### src/rtl/execute_mdu.sv
// minuteCore execute stage: single-cycle ALU/branch/address ops plus an iterative
// multiply/divide unit that retires MDU_BPC bits per cycle behind a valid/ready handshake.
module execute_mdu #(
    parameter int unsigned XLEN    = 32,
    parameter int unsigned MDU_BPC = 1
) (
    input  logic            clk,
    input  logic            reset,
    input  logic            flush,
    input  logic            in_valid,
    output logic            in_ready,
    input  logic [XLEN-1:0] pc_in,
    input  logic [4:0]      opcode_in,
    input  logic [2:0]      funct3_in,
    input  logic            variant,
    input  logic            mext,
    input  logic [XLEN-1:0] op1,
    input  logic [XLEN-1:0] op2,
    input  logic [XLEN-1:0] offset,
    input  logic [4:0]      rd_addr_in,
    output logic            out_valid,
    input  logic            out_ready,
    output logic [XLEN-1:0] result,
    output logic [XLEN-1:0] addr,
    output logic [4:0]      rd_addr_out,
    output logic [4:0]      opcode_out,
    output logic [2:0]      funct3_out,
    output logic            redirect_valid,
    output logic [XLEN-1:0] redirect_addr,
    output logic            busy
);
    localparam logic [4:0] OpLoad     = 5'b00000;
    localparam logic [4:0] OpArithImm = 5'b00100;
    localparam logic [4:0] OpAuipc    = 5'b00101;
    localparam logic [4:0] OpStore    = 5'b01000;
    localparam logic [4:0] OpArith    = 5'b01100;
    localparam logic [4:0] OpLui      = 5'b01101;
    localparam logic [4:0] OpBranch   = 5'b11000;
    localparam logic [4:0] OpJalr     = 5'b11001;
    localparam logic [4:0] OpJal      = 5'b11011;
    localparam logic [4:0] OpSystem   = 5'b11100;

    localparam int unsigned Iters = XLEN / MDU_BPC;
    localparam int unsigned CntW  = $clog2(Iters);
    localparam int unsigned ShW   = $clog2(XLEN);

    typedef enum logic [1:0] {StIdle, StBusy, StDone} state_e;

    state_e              state_q, state_d;
    logic [CntW-1:0]     iter_cnt_q, iter_cnt_d;
    logic [2*XLEN-1:0]   acc_q, acc_d;
    logic [XLEN-1:0]     opnd_q, opnd_d;
    logic                is_div_q, is_div_d;
    logic                neg_a_q, neg_a_d;
    logic                neg_res_q, neg_res_d;
    logic                div_zero_q, div_zero_d;
    logic                out_valid_q, out_valid_d;
    logic                redirect_valid_q, redirect_valid_d;
    logic [XLEN-1:0]     result_q, result_d;
    logic [XLEN-1:0]     addr_q, addr_d;
    logic [XLEN-1:0]     redirect_addr_q, redirect_addr_d;
    logic [4:0]          rd_addr_q, rd_addr_d;
    logic [4:0]          opcode_q, opcode_d;
    logic [2:0]          funct3_q, funct3_d;

    logic                accept, is_m;
    logic [ShW-1:0]      shamt;
    logic [XLEN-1:0]     alu_res, exec_res, jalr_sum, redir_tgt;
    logic                br_taken, redir_taken;
    logic                sign_a, sign_b, neg_a, neg_b;
    logic [XLEN-1:0]     mag_a, mag_b;
    logic [2*XLEN-1:0]   step_acc, mul_full;
    logic [XLEN:0]       rem_sh, diff, sum;
    logic [XLEN-1:0]     quo_fix, rem_fix, mdu_res;

    assign in_ready = (state_q == StIdle) || ((state_q == StDone) && out_ready);
    assign accept   = in_valid && in_ready;
    assign is_m     = (opcode_in == OpArith) && mext;
    assign shamt    = op2[ShW-1:0];
    assign jalr_sum = op1 + op2;

    always_comb begin
        alu_res = '0;
        unique case (funct3_in)
            3'b000: alu_res = (opcode_in == OpArith && variant) ? op1 - op2 : op1 + op2;
            3'b001: alu_res = op1 << shamt;
            3'b010: alu_res = {{(XLEN-1){1'b0}}, $signed(op1) < $signed(op2)};
            3'b011: alu_res = {{(XLEN-1){1'b0}}, op1 < op2};
            3'b100: alu_res = op1 ^ op2;
            3'b101: alu_res = variant ? XLEN'($signed(op1) >>> shamt) : op1 >> shamt;
            3'b110: alu_res = op1 | op2;
            3'b111: alu_res = op1 & op2;
        endcase
    end

    always_comb begin
        br_taken = 1'b0;
        case (funct3_in)
            3'b000: br_taken = (op1 == op2);
            3'b001: br_taken = (op1 != op2);
            3'b100: br_taken = $signed(op1) < $signed(op2);
            3'b101: br_taken = $signed(op1) >= $signed(op2);
            3'b110: br_taken = op1 < op2;
            3'b111: br_taken = op1 >= op2;
            default: br_taken = 1'b0;
        endcase
    end

    always_comb begin
        exec_res    = '0;
        redir_taken = 1'b0;
        redir_tgt   = pc_in + offset;
        case (opcode_in)
            OpArith, OpArithImm: exec_res = alu_res;
            OpLui:    exec_res = op2;
            OpAuipc:  exec_res = pc_in + op2;
            OpLoad:   exec_res = '0;
            OpStore:  exec_res = op2;
            OpSystem: exec_res = op1;
            OpJal: begin
                exec_res    = pc_in + XLEN'(4);
                redir_taken = 1'b1;
                redir_tgt   = pc_in + op2;
            end
            OpJalr: begin
                exec_res    = pc_in + XLEN'(4);
                redir_taken = 1'b1;
                redir_tgt   = jalr_sum & ~XLEN'(1);
            end
            OpBranch: redir_taken = br_taken;
            default:  exec_res = '0;
        endcase
    end

    // Operand signedness: MUL/MULH/MULHSU sign rs1, MUL/MULH sign rs2; DIV/REM sign both.
    always_comb begin
        if (funct3_in[2]) begin
            sign_a = !funct3_in[0];
            sign_b = !funct3_in[0];
        end else begin
            sign_a = (funct3_in[1:0] != 2'b11);
            sign_b = !funct3_in[1];
        end
        neg_a = sign_a && op1[XLEN-1];
        neg_b = sign_b && op2[XLEN-1];
        mag_a = neg_a ? -op1 : op1;
        mag_b = neg_b ? -op2 : op2;
    end

    // acc holds {product hi, multiplier} for MUL and {remainder, dividend/quotient} for DIV.
    always_comb begin
        step_acc = acc_q;
        rem_sh   = '0;
        diff     = '0;
        sum      = '0;
        for (int i = 0; i < MDU_BPC; i++) begin
            if (is_div_q) begin
                rem_sh = {step_acc[2*XLEN-1:XLEN], step_acc[XLEN-1]};
                diff   = rem_sh - {1'b0, opnd_q};
                if (!diff[XLEN]) begin
                    step_acc = {diff[XLEN-1:0], step_acc[XLEN-2:0], 1'b1};
                end else begin
                    step_acc = {rem_sh[XLEN-1:0], step_acc[XLEN-2:0], 1'b0};
                end
            end else begin
                sum      = {1'b0, step_acc[2*XLEN-1:XLEN]} +
                           (step_acc[0] ? {1'b0, opnd_q} : '0);
                step_acc = {sum, step_acc[XLEN-1:1]};
            end
        end
    end

    always_comb begin
        mul_full = neg_res_q ? -step_acc : step_acc;
        quo_fix  = div_zero_q ? '1 :
                   (neg_res_q ? -step_acc[XLEN-1:0] : step_acc[XLEN-1:0]);
        rem_fix  = neg_a_q ? -step_acc[2*XLEN-1:XLEN] : step_acc[2*XLEN-1:XLEN];
        if (is_div_q) begin
            mdu_res = funct3_q[1] ? rem_fix : quo_fix;
        end else begin
            mdu_res = (funct3_q[1:0] == 2'b00) ? mul_full[XLEN-1:0] : mul_full[2*XLEN-1:XLEN];
        end
    end

    always_comb begin
        state_d          = state_q;
        iter_cnt_d       = iter_cnt_q;
        acc_d            = acc_q;
        opnd_d           = opnd_q;
        is_div_d         = is_div_q;
        neg_a_d          = neg_a_q;
        neg_res_d        = neg_res_q;
        div_zero_d       = div_zero_q;
        out_valid_d      = out_valid_q;
        redirect_valid_d = redirect_valid_q;
        result_d         = result_q;
        addr_d           = addr_q;
        redirect_addr_d  = redirect_addr_q;
        rd_addr_d        = rd_addr_q;
        opcode_d         = opcode_q;
        funct3_d         = funct3_q;

        case (state_q)
            StBusy: begin
                acc_d      = step_acc;
                iter_cnt_d = iter_cnt_q - CntW'(1);
                if (iter_cnt_q == '0) begin
                    result_d    = mdu_res;
                    out_valid_d = 1'b1;
                    state_d     = StDone;
                end
            end
            StDone: begin
                if (out_ready) begin
                    out_valid_d      = 1'b0;
                    redirect_valid_d = 1'b0;
                    state_d          = StIdle;
                end
            end
            default: ;
        endcase

        if (accept) begin
            rd_addr_d = rd_addr_in;
            opcode_d  = opcode_in;
            funct3_d  = funct3_in;
            if (is_m) begin
                is_div_d         = funct3_in[2];
                neg_a_d          = neg_a;
                neg_res_d        = neg_a ^ neg_b;
                div_zero_d       = (op2 == '0);
                opnd_d           = funct3_in[2] ? mag_b : mag_a;
                acc_d            = {{XLEN{1'b0}}, (funct3_in[2] ? mag_a : mag_b)};
                iter_cnt_d       = CntW'(Iters - 1);
                out_valid_d      = 1'b0;
                redirect_valid_d = 1'b0;
                state_d          = StBusy;
            end else begin
                result_d         = exec_res;
                addr_d           = op1 + ((opcode_in == OpStore) ? offset : op2);
                redirect_valid_d = redir_taken;
                redirect_addr_d  = redir_tgt;
                out_valid_d      = 1'b1;
                state_d          = StDone;
            end
        end

        if (flush) begin
            out_valid_d      = 1'b0;
            redirect_valid_d = 1'b0;
            state_d          = StIdle;
        end
    end

    always_ff @(posedge clk) begin
        if (reset) begin
            state_q          <= StIdle;
            iter_cnt_q       <= '0;
            acc_q            <= '0;
            opnd_q           <= '0;
            is_div_q         <= 1'b0;
            neg_a_q          <= 1'b0;
            neg_res_q        <= 1'b0;
            div_zero_q       <= 1'b0;
            out_valid_q      <= 1'b0;
            redirect_valid_q <= 1'b0;
            result_q         <= '0;
            addr_q           <= '0;
            redirect_addr_q  <= '0;
            rd_addr_q        <= '0;
            opcode_q         <= '0;
            funct3_q         <= '0;
        end else begin
            state_q          <= state_d;
            iter_cnt_q       <= iter_cnt_d;
            acc_q            <= acc_d;
            opnd_q           <= opnd_d;
            is_div_q         <= is_div_d;
            neg_a_q          <= neg_a_d;
            neg_res_q        <= neg_res_d;
            div_zero_q       <= div_zero_d;
            out_valid_q      <= out_valid_d;
            redirect_valid_q <= redirect_valid_d;
            result_q         <= result_d;
            addr_q           <= addr_d;
            redirect_addr_q  <= redirect_addr_d;
            rd_addr_q        <= rd_addr_d;
            opcode_q         <= opcode_d;
            funct3_q         <= funct3_d;
        end
    end

    assign out_valid      = out_valid_q;
    assign redirect_valid = redirect_valid_q;
    assign result         = result_q;
    assign addr           = addr_q;
    assign redirect_addr  = redirect_addr_q;
    assign rd_addr_out    = rd_addr_q;
    assign opcode_out     = opcode_q;
    assign funct3_out     = funct3_q;
    assign busy           = (state_q == StBusy);

endmodule

### config.mk
export PLATFORM = sky130hd
export DESIGN_NAME = execute_mdu
export DESIGN_NICKNAME = d
export VERILOG_FILES = /design/src/rtl/execute_mdu.sv
export SDC_FILE = /design/constraint.sdc
export NUM_CORES = 2
export LEC_CHECK = 0
export CAP_MARGIN = 25
export CORE_MARGIN = 2
export CORE_UTILIZATION = 35
export CTS_BUF_LIST = sky130_fd_sc_hd__clkbuf_8
export CTS_CLUSTER_DIAMETER = 30
export DETAILED_ROUTE_END_ITERATION = 10
export HOLD_SLACK_MARGIN = 0.08
export SLEW_MARGIN = 20
export SYNTH_ARGS = -nofsm -noshare
export SYNTH_HDL_FRONTEND = slang
export SYNTH_SLANG_ARGS = --single-unit
### constraint.sdc
create_clock -name clk -period 6.3 [get_ports clk]
set_input_delay 1.26 -clock clk [delete_from_list [all_inputs] [get_ports clk]]
set_output_delay 1.26 -clock clk [all_outputs]
set_load 0.1 [all_outputs]
## Word level (Yosys, flattened, before mapping)

Index checks and enable logic that the tools add are counted.

| word-level totals | value |
|---|---|
| flip-flop bits (word level) | 218 |
| input port bits | 148 |
| output and inout bits | 113 |
| logic and storage cells | 137 |

| cells by class | value |
|---|---|
| $add $sub $neg | 14 |
| $lt $le $gt $ge | 4 |
| equality and inequality tests | 23 |
| shifts and indexed selects | 3 |
| muxes and demuxes | 47 |
| bitwise logic cells | 5 |
| reductions and logical operators | 25 |

Operators with widths:

| kind | count |
|---|---|
| 32-bit two-way mux | 18 |
| 64-bit two-way mux | 6 |
| 32-bit case mux with 8 select lines | 1 |
| 32-bit case mux with 5 select lines | 1 |
| 32-bit adder | 4 |
| 32-bit negator | 4 |
| 32-bit >= comparator | 2 |
| 32-bit less-than comparator | 2 |
| 64-bit negator | 1 |
| 32-bit case mux with 2 select lines | 1 |
| 32-bit by 32-bit adder with 33-bit output | 1 |
| 33-bit by 32-bit subtractor with 33-bit output | 1 |
| 32-bit by 3-bit adder with 32-bit output, second input constant | 1 |
| 32-bit AND | 1 |
| 32-bit == test | 1 |
| 32-bit zero test | 1 |
| 32-bit != test | 1 |
| 32-bit OR | 1 |
| 32-bit by 5-bit left shift with 32-bit output | 1 |
| 32-bit by 5-bit right shift with 32-bit output | 1 |
| 32-bit by 5-bit >>> shifter with 32-bit output | 1 |
| 32-bit subtractor | 1 |
| 32-bit XOR | 1 |
| 5-bit == test, second input constant | 4 |
| 30 further kinds | 64 |

## Longest topological paths before layout

| logic depth | value |
|---|---|
| depth after elaboration | 12 |
| gate-level depth with buffers | 24 |
| mapped depth without buffers | 24 |

## Worst setup path before layout

No wires, ideal clock.

| timing path | value |
|---|---|
| path kind | input to register |
| start | input port op2[0] |
| end | register addr_q[28] (netlist: addr[28]) |
| library setup time | 0.118 ns |
| data arrival time | 5.464 ns |
| data required time | 6.182 ns |
| path slack | 0.718 ns |
| stages on the path | 21 |
| path buffers | 4 |
| path through | buf_1 -> clkbuf_1 -> clkbuf_1 -> buf_1 -> mux2_2 -> ha_1 -> fa_1 -> a21oi_1 -> o21bai_1 -> a21o_1 -> a21o_1 -> a21oi_1 -> o311ai_0 -> o211a_1 -> a41o_1 -> o31a_1 -> o21ai_0 -> a21oi_1 -> a21oi_1 -> xnor2_1 -> a22o_1 |

| on the way | value |
|---|---|
| longest elaborated chain between the ends | 2 |

Ends and longest elaborated chain:

| element | RTL line | text |
|---|---|---|
| start, declared | 18 | `input logic [XLEN-1:0] op2,` |
| 32-bit two-way mux | 240 | `addr_d = op1 + ((opcode_in == OpStore) ? offset : op2);` |
| 32-bit adder | 240 |  |
| end signal, assigned | 285 | `addr_q <= addr_d;` |
| end, declared | 60 | `logic [XLEN-1:0] addr_q, addr_d;` |

No other way between the ends.
A chain may end at the register's enable or synchronous reset.

## Worst setup path in the final report

| timing path | value |
|---|---|
| start | register acc_q[31] |
| end | register result_q[27] (netlist: result[27]) |

| on the way | value |
|---|---|
| longest elaborated chain between the ends | 12 |
| elaborated cells on any way between the ends | 17 |
| classes of those cells | add/sub: 4; mux: 13 |

Ends and longest elaborated chain:

| element | RTL line | text |
|---|---|---|
| start, declared | 51 | `logic [2*XLEN-1:0] acc_q, acc_d;` |
| start signal, assigned | 259 | `acc_q <= '0;` |
| start signal, assigned | 276 | `acc_q <= acc_d;` |
| 33-bit by 32-bit subtractor with 33-bit output | 159 | `diff = rem_sh - {1'b0, opnd_q};` |
| 64-bit two-way mux | 160 | `if (!diff[XLEN]) begin` |
| 64-bit two-way mux (*) | 157 | `if (is_div_q) begin` |
| 32-bit negator | 176 | `(neg_res_q ? -step_acc[XLEN-1:0] : step_acc[XLEN-1:0]);` |
| 32-bit two-way mux | 176 |  |
| 32-bit two-way mux | 175 | `quo_fix = div_zero_q ? '1 :` |
| 32-bit two-way mux | 179 | `mdu_res = funct3_q[1] ? rem_fix : quo_fix;` |
| 32-bit two-way mux (*) | 178 | `if (is_div_q) begin` |
| 32-bit two-way mux (*) | 207 | `if (iter_cnt_q == '0) begin` |
| 32-bit two-way mux (*) | 203 | `case (state_q)` |
| 32-bit two-way mux | 227 | `if (is_m) begin` |
| 32-bit two-way mux (*) | 223 | `if (accept) begin` |
| end signal, assigned | 284 | `result_q <= result_d;` |
| end, declared | 59 | `logic [XLEN-1:0] result_q, result_d;` |

Mark *: on every way between the ends. The rest lies on a longest branch, timed or not.

==> flow_summary.toml <==
[detailed_routing]
ant_nets = 0
avgRoutedWirePerCell_um = 27.5
drtIter0Drc = 5122
viasPerCell = 6.31
remaining_drc_errors = 0
num_vias = 40169
routed_wl_um = 175000
dr.pass1.iters = 8

[global_routing]
grt_overflow = 0
grt_pass1_wl_um = 252000
antenna_found_initial = 12
grt_pass1_vias = 37448
grtUsageTotal = 0.342
grt_start_max_net_pins = 87

[critical_path]
cp-startpoint = "acc_q[31]$_SDFF_PP0_"
setup.worst_path.class = "reg -> reg"
cp_data_arrival_time_ns = 6.47
cpMostUsedCell = "buf_4"
critPathMaxStageDelay_ns = 0.49
crit_path_top_delay_cell = "o311a_1"
rr_startpoint = "acc_q[31]$_SDFF_PP0_"
crit_family = "compound AO/OA/AOI/OAI gates"
cp_cell_sequence = "inv_1 -> ha_1 -> inv_1 -> fa_1 -> a21oi_1 -> o21ai_1 -> a22oi_1 -> buf_4 -> o221ai_2 -> nor3_4 -> buf_4 -> nor2_1 -> buf_4 -> o41ai_1 -> o311a_1 -> nand4_1 -> o41ai_1 -> buf_4 -> xnor2_1 -> o21ai_0 -> a211oi_1 -> buf_4 -> a211oi_2"
cp_num_buf_inv = 7
start_kind = "register"
cp.required_ns = 6.89
critPathMaxFanout = 18
worstSetupEndpointType = "register"

[cts]
tritoncts = "done"
cts_buffer_depth = 3
hold_buffers = 0
ctsRootBufferMaster = "clkbuf_8"
cts_resized = 0
worstSkewPairLatency_ns = 0.73
htree_levels = 2
cts.sinks = 217
post_cts_buffers = 0
numCtsBuffers = 60
clk_pin_slew_ns = 0.06

[power_and_ir_drop]
power.leakage_nw = 16.1
powerDensity_nw_per_um2 = 169
peakVddDrop_mv = 0.176

[cells_and_area]
syn_to_final_growth_pct = 19.1
post_route_cells_drive_above_1_share = 0.106
final_nets = 5476
finalInstanceArea_um2 = 39500

[synthesis]
syn_inst = 4798
synth_edf_count = 0
synth_flop_cell = "dfxtp_1"
synth_area_per_cell_um2 = 6.92
synthesis.nets = 5214
ys_warn_count = 0
synth_seq_area_share = 0.131
synth_area_um2 = 33200
ys_seq_elements = 217
synth_cell_types = 103
postSynth.asyncResetShare = 0

[timing]
tns_ns = 0
finClkSkew_ns = 0.0599
rsz0062_at_grt = "no"
max_slew_margin = 0.257
post-route-period-util = 0.934
setup_viol = 0
worst_pin_slew_ns = 1.11
fmax_ghz = 0.170
timing.final.max_slew_violations = 0
hold_viol = 0
period_minus_slack_ns = 5.88

[die]
rows = 112
ios = 261
chipHeight_um = 312
die_w_um = 312
core_area_um2 = 93600
initial_core_util = 0.355
die_area_um2 = 97300

[placement]
placed_cell_area_um2 = 38100
place_congestion = 1.08
dp_hpwl_um = 141000
port_buffers = 260

[min_path]
hold_start = "addr[8]$_SDFFE_PP0P_"
min_path_type = "reg -> reg"

[run]
drv_cap = 0

[run_status]
status = "finished clean"
## final cells by class
type	instances	area (um2)
antenna	5	12.5
clock buffer	65	895
clock inverter	46	473
fill	10075	54100
inverter	190	713
multi-input combinational	4051	26900
sequential	217	4350
tap	1254	1570
timing repair buffer	540	4680
## kinds of logic after synthesis
kind of cell,synth area share
AOI/OAI and AO/OA,0.334
DFF,0.131
adders and majority gates,0.103
muxes,0.0616
and+or+nand+nor,0.219
buffers and inverters,0.0615
xor gates and xnor gates,0.0899
## where the power goes
group | switching, mW | internal [mW]
Combinational | 2.06 | 0.982
Clock | 0.884 | 1.27
Sequential | 0.0462 | 1.44
## synth_stat cells (all sizes together) (113+ instances only)
| master | n | area share |
|---|---|---|
| nor3 | 117 | 0.018 |
| a21oi | 500 | 0.076 |
| clkbuf | 279 | 0.032 |
| xnor2 | 242 | 0.064 |
| inv | 185 | 0.021 |
| nand2 | 512 | 0.058 |
| o21ai | 342 | 0.052 |
| dfxtp | 217 | 0.13 |
| ha | 261 | 0.098 |
| nor2 | 505 | 0.057 |
| nand3 | 113 | 0.017 |
| o211ai | 131 | 0.030 |
## routing by layer
| layer | routed length [um] | vias to the layer above | global-route usage | share of wire |
|---|---|---|---|---|
| met5 | 66 | - | 0 | 0.00038 |
| met4 | 15100 | 10 | 0.250 | 0.086 |
| met3 | 15700 | 652 | 0.0702 | 0.090 |
| met2 | 80600 | 2405 | 0.570 | 0.46 |
| met1 | 63400 | 18921 | 0.387 | 0.36 |
| li1 | - | 18181 | - | - |
## final timing paths
path	end	slack (ns)	depth (start not counted)
max	result[27]$_SDFF_PP0_	0.42	23
min	addr[8]$_SDFFE_PP0P_	0.45	2
max reg2reg	result[27]$_SDFF_PP0_	0.42	23
min reg2reg	addr[8]$_SDFFE_PP0P_	0.45	2
## registers in the layout, summed over array words and instances, names as in the netlist, 2 cells and up
| register | count |
|---|---|
| acc_q | 64 |
| addr | 32 |
| funct3_out | 3 |
| iter_cnt_q | 5 |
| opcode_out | 5 |
| opnd_q | 32 |
| rd_addr_out | 5 |
| redirect_addr | 32 |
| result | 32 |
| state_q | 2 |
## metrics by stage
stage	std cells	power (mW)	utilization	hold slack (ns)	worst slack, ns
finish	6368	6.68	0.422	0.451	0.416
global route	6365	6.92	0.422	0.471	0.0356
CTS	6360	6.62	0.422	0.453	0.580
detailed placement	6249	4.45	0.407	0.446	0.354
global placement	6248	4.45	0.407	0.441	0.261
floorplan	4798	3.40	-	0.440	0.718
## placed cells by master (no fill, tap or decap), types with 190 or more instances in the layout
cell | Yosys | routed
nand2_1 | 511 | 509
nor2_1 | 505 | 504
a21oi_1 | 498 | 498
o21ai_0 | 333 | 333
buf_4 | 0 | 280
ha_1 | 261 | 261
clkdlybuf4s50_1 | 0 | 251
xnor2_1 | 242 | 242
dfxtp_1 | 217 | 216
inv_1 | 183 | 190
## worst reg2reg max path, stage by stage, from the launching register on
cell      delay (ns)
dfxtp_1         0.31
inv_1           0.15
ha_1            0.20
inv_1           0.06
fa_1            0.41
a21oi_1         0.25
o21ai_1         0.21
a22oi_1         0.21
buf_4           0.17
o221ai_2        0.20
nor3_4          0.22
buf_4           0.29
nor2_1          0.20
buf_4           0.23
o41ai_1         0.45
o311a_1         0.49
nand4_1         0.24
o41ai_1         0.47
buf_4           0.19
xnor2_1         0.16
o21ai_0         0.15
a211oi_1        0.31
buf_4           0.17
a211oi_2        0.03
Power figures use the tool's default switching activity.
